[src/rtl/aud_btm_fifo.sv]
// AUD branch-trace receiver: decodes the nibble stream into branch-destination
// records, reconstructs compressed addresses, timestamps and queues them in a FWFT FIFO.
module aud_btm_fifo #(
  parameter int ADDR_W = 32,
  parameter int DEPTH  = 16,
  parameter int TS_W   = 16
) (
  input  logic              aud_ck,
  input  logic              rst,
  input  logic [3:0]        aud_data,
  input  logic              aud_nsync,
  output logic              rec_valid,
  input  logic              rec_ready,
  output logic [ADDR_W-1:0] rec_addr,
  output logic [3:0]        rec_nib,
  output logic              rec_complete,
  output logic              rec_overrun,
  output logic [TS_W-1:0]   rec_ts,
  output logic              bus_err,
  output logic              ovf,
  output logic [7:0]        ovf_cnt,
  input  logic              ovf_clr
);

  localparam int MAX_NIB = ADDR_W / 4;
  localparam logic [3:0] MAX_NIB4 = 4'(MAX_NIB);
  localparam int PW = (DEPTH > 1) ? $clog2(DEPTH) : 1;

  typedef struct packed {
    logic [ADDR_W-1:0] addr;
    logic [3:0]        nib;
    logic              complete;
    logic              overrun;
    logic [TS_W-1:0]   ts;
  } rec_t;

  logic [TS_W-1:0]   ts;
  logic [3:0]        nib_cnt;
  logic [3:0]        expected;
  logic [ADDR_W-1:0] shadow;
  logic              overrun_q;
  logic [TS_W-1:0]   first_ts;
  logic [ADDR_W-1:0] last_good;

  rec_t              mem [DEPTH];
  logic [PW-1:0]     wr_ptr;
  logic [PW-1:0]     rd_ptr;
  logic [PW:0]       fill;
  rec_t              head;

  logic              close;
  logic              is_complete;
  logic [ADDR_W-1:0] mask;
  logic [ADDR_W-1:0] recon;
  logic [3:0]        start_len;
  logic              full;
  logic              pop;
  logic              push_ok;
  logic              drop;

  // Nibbles received so far replace the low bits; the rest come from the last good address.
  always_comb begin
    mask = '0;
    for (int i = 0; i < MAX_NIB; i++)
      if (4'(i) < nib_cnt) mask[4*i +: 4] = 4'hF;
    recon       = (shadow & mask) | (last_good & ~mask);
    is_complete = (nib_cnt == expected);
    close       = aud_nsync && (nib_cnt != 4'd0);
    start_len   = 4'd1 << aud_data[1:0];
    if (start_len > MAX_NIB4) start_len = MAX_NIB4;
  end

  assign full    = (fill == (PW+1)'(DEPTH));
  assign pop     = rec_valid && rec_ready;
  assign push_ok = close && (!full || pop);
  assign drop    = close && full && !pop;

  always_ff @(posedge aud_ck or posedge rst) begin
    if (rst) begin
      ts        <= '0;
      nib_cnt   <= '0;
      expected  <= MAX_NIB4;
      shadow    <= '0;
      overrun_q <= 1'b0;
      first_ts  <= '0;
      last_good <= '0;
      bus_err   <= 1'b0;
    end else begin
      ts <= ts + 1'b1;
      if (aud_nsync) begin
        if (aud_data == 4'b0011) begin
          bus_err <= 1'b0;
        end else if (aud_data[3:2] == 2'b10) begin
          bus_err  <= 1'b0;
          expected <= start_len;
        end else begin
          bus_err <= 1'b1;
        end
        if (close) begin
          nib_cnt   <= '0;
          overrun_q <= 1'b0;
          if (is_complete) last_good <= recon;
        end
      end else begin
        if (nib_cnt == 4'd0) first_ts <= ts;
        if (nib_cnt < MAX_NIB4) begin
          for (int i = 0; i < MAX_NIB; i++)
            if (nib_cnt == 4'(i)) shadow[4*i +: 4] <= aud_data;
          nib_cnt <= nib_cnt + 4'd1;
        end else begin
          overrun_q <= 1'b1;
        end
      end
    end
  end

  // Storage is not reset; outputs are masked whenever the FIFO is empty.
  always_ff @(posedge aud_ck) begin
    if (push_ok)
      mem[wr_ptr] <= '{addr: recon, nib: nib_cnt, complete: is_complete,
                       overrun: overrun_q, ts: first_ts};
  end

  always_ff @(posedge aud_ck or posedge rst) begin
    if (rst) begin
      wr_ptr  <= '0;
      rd_ptr  <= '0;
      fill    <= '0;
      ovf     <= 1'b0;
      ovf_cnt <= '0;
    end else begin
      if (push_ok) wr_ptr <= wr_ptr + 1'b1;
      if (pop)     rd_ptr <= rd_ptr + 1'b1;
      if (push_ok && !pop)      fill <= fill + 1'b1;
      else if (pop && !push_ok) fill <= fill - 1'b1;
      if (ovf_clr) begin
        ovf     <= 1'b0;
        ovf_cnt <= '0;
      end else if (drop) begin
        ovf <= 1'b1;
        if (ovf_cnt != 8'hFF) ovf_cnt <= ovf_cnt + 8'd1;
      end
    end
  end

  assign head         = mem[rd_ptr];
  assign rec_valid    = (fill != '0);
  assign rec_addr     = rec_valid ? head.addr     : '0;
  assign rec_nib      = rec_valid ? head.nib      : '0;
  assign rec_complete = rec_valid ? head.complete : 1'b0;
  assign rec_overrun  = rec_valid ? head.overrun  : 1'b0;
  assign rec_ts       = rec_valid ? head.ts       : '0;

endmodule

[config.mk]
export PLATFORM = sky130hd
export DESIGN_NAME = aud_btm_fifo
export DESIGN_NICKNAME = d
export VERILOG_FILES = /design/src/rtl/aud_btm_fifo.sv
export SDC_FILE = /design/constraint.sdc
export NUM_CORES = 1
export LEC_CHECK = 0
export CAP_MARGIN = 20
export CORE_MARGIN = 4
export CORE_UTILIZATION = 60
export CTS_BUF_LIST = sky130_fd_sc_hd__clkbuf_16
export CTS_CLUSTER_DIAMETER = 120
export DETAILED_ROUTE_END_ITERATION = 16
export PLACE_DENSITY = 0.78
export SKIP_LAST_GASP = 1
export SYNTH_ARGS = -nofsm -noshare
export SYNTH_HDL_FRONTEND = slang
export SYNTH_SLANG_ARGS = --single-unit
[constraint.sdc]
create_clock -name aud_ck -period 7.6 [get_ports aud_ck]
set_input_delay 1.14 -clock aud_ck [delete_from_list [all_inputs] [get_ports aud_ck]]
set_output_delay 1.14 -clock aud_ck [all_outputs]
set_load 0.02 [all_outputs]
==> results_dict.tcl <==
set metrics [dict create \
    status "finished clean" \
    synth_top_family_by_area "multiplexers" \
    synth.area.mux_share_pct 17.54 \
    postSynthCellCount 1806 \
    wire_per_inst_um 29.79 \
    synthSimpleGateAreaFrac_pct 2.440 \
    synth_edf_count 864 \
    yosys.area_share.xor_xnor_pct 0.6360 \
    dieArea_um2 68380 \
    fin_worst_skew_ns 0.02102 \
    start_util_pct 60.90 \
    coreArea_um2 63310 \
    min_period_ns 5.430 \
    dr.pass1.iters 5 \
    drc 0 \
    power_density_nw_per_um2 395.6 \
    layout_setup_ws_ns 2.170 \
    grt_pass1_wl_um 127500 \
    cp.required_ns 6.46 \
    layout-area-overhead-vs-synth_pct 12.67 \
    ys_seq_area_share_pct 75.60 \
    slew_viol_final 0 \
    clk_pin_slew_ns 0.06 \
    synth_nets 1830 \
    tightest_slew_ns 1.189 \
    finalHoldViolations 0 \
    gr-total-overflow 0 \
    clk_latency_ns 0.64 \
    num_antenna_cells 0 \
    die_w_um 261.5 \
    gp_congestion 0.7573 \
    crit_family "buffers and inverters" \
    stdcell_count 2850 \
    cts_resized 0 \
    post-route-period-util_pct 71.45 \
    dp.cells 2672 \
    synth_warnings 0 \
    place_hpwl_um 43860 \
    chipHeight_um 261.5 \
    grt_pass1_vias 19491 \
    yosysMostFrequentCell "edfxtp_1" \
    vias 18672 \
    grtUsageTotal_pct 25.52 \
    tritoncts "done" \
    relSlewSlack_pct 20.11 \
    yosysUniqueCellTypes 48 \
    cap_violations 0 \
    drt_iter0_drc 2001 \
    postRouteAntennaNets 0 \
    final_util_pct 68.62 \
    max_stage_delay_ns 0.97 \
    grt_setup_unrepaired "false" \
    ys_dominant_reg_cell "edfxtp_1" \
    synthAdderAreaFrac_pct 0.5062 \
    fin_hold_ws_ns 0.4742 \
    cp_num_buf_inv 2 \
    clock-sinks 992 \
    drive_gt1_share_pct 29.04 \
    cp.arrival_ns 4.29 \
    tns_ns 0 \
    dpl_worst_slack_ns 2.869 \
    cts_buffer_depth 3 \
    synth_top_area_share_pct 67.29 \
    ctsHoldBuffers 0 \
    startpoint_type "flip-flop" \
    grt_max_degree 127 \
    cts_buffers 94 \
    fmax_ghz 0.1842 \
    synth_area_leader_cell "edfxtp_1" \
    antenna_found_initial 0 \
    nets 1947 \
    row_count 92 \
    critPathKind "reg2out" \
    ir_drop_mv 0.4320 \
    crit_chain "buf_4, mux4_2, mux2_2, a221o_1, clkdlybuf4s50_1" \
    wl_um 84900 \
    path_max_fanout 65 \
    crit_slowest_cell "dfrtp_4" \
    synthTopCellsByArea "edfxtp_1 67%, mux4_2 12%, dfrtp_1 8.2%, mux2_2 4.9%, a221o_1 1.4%" \
    post_cts_buffers 0 \
    ys_async_sr_fraction_pct 12.90 \
    synth-compound-area-share_pct 2.135 \
    numPortBuffers 73 \
    end_kind "output port" \
    finalSetupViolCount 0 \
    synth_area_um2 38560 \
    pin_count 74 \
    min_path_type "reg2reg" \
    synth_top_cells_by_count "864 x edfxtp_1, 214 x mux4_2, 169 x mux2_2, 127 x dfrtp_1, 63 x clkbuf_1" \
    cts-root-buf "clkbuf_16" \
    leakagePower_nw 14.42 \
    yosys_register_bits 992 \
    h-tree-depth 3 \
    via_per_inst 6.552 \
    avgSynthCellArea_um2 21.35 \
]
## registers in the layout, indices dropped and copies added (netlist names), 4 cells and up
signal	cells
mem	864
last_good	32
shadow	32
first_ts	16
ts	16
ovf_cnt	8
fill	5
expected	4
nib_cnt	4
rd_ptr	4
wr_ptr	4
## report_power, final
group | switching (mW) | internal, mW
combinational | 2.89 | 2.46
clock | 1.96 | 2.48
sequential | 0.436 | 6.96
## cell type report
class,count,area [um^2]
Multi-Input combinational cell,699,9097
Clock inverter,80,506.7
Tap cell,846,1059
Clock buffer,97,2427
Inverter,19,76.32
Sequential cell,992,29160
Fill cell,3795,19870
Timing Repair Buffer,117,1119
## cells by family (layout without fill, tap and decap cells)
family / after synthesis / count (layout)
compound gates: 96 / 96
xor+xnor: 28 / 28
fa+ha+maj: 15 / 15
buf+inv: 115 / 313
flops: 992 / 992
mux: 387 / 387
simple gates: 173 / 173
## stage by stage
step           cell area, um^2  power [mW]
5_1_grt                  43450       17.88
3_3_place_gp             40480       12.66
3_5_place_dp             40480       12.83
4_1_cts                  43420       17.29
6_report                 43450       17.19
2_1_floorplan            38560       10.90
## routing by layer
metal / global-route usage [%] / up-vias / part of all wire [%]
met5: 0 / - / 0
met4: 7.786 / 0 / 2.7
met3: 3.926 / 154 / 7.6
met2: 42.88 / 876 / 51
met1: 35.47 / 9955 / 39
li1: - / 7687 / -
## final timing paths
check | startpoint | depth (start not counted) | slack, ns | end
max in group asynchronous | rst | 3 | 5.24 | last_good[18]
hold reg to reg | ts[15] | 1 | 0.47 | ts[15]
setup reg to reg | nib_cnt[0] | 7 | 3.35 | mem[4][42]
setup / recovery | rd_ptr[3] | 5 | 2.17 | rec_addr[12]
min in group asynchronous | rst | 2 | 0.94 | ovf_cnt[1]
hold / removal | ts[15] | 1 | 0.47 | ts[15]
## cell usage in the layout (no fill, tap or decap), types with 14 or more instances in the layout
master	synthesis	final
clkinv_1	0	23
ha_1	14	14
nand3_1	14	14
clkbuf_16	0	97
xnor2_1	21	21
buf_4	0	40
dfrtp_1	127	124
mux4_2	214	214
clkdlybuf4s50_1	0	73
nand2_1	26	26
nor2b_1	58	57
edfxtp_1	864	864
a221o_1	53	53
inv_1	19	45
mux2_2	169	169
Note: power is estimated with default switching activity, not from simulation.
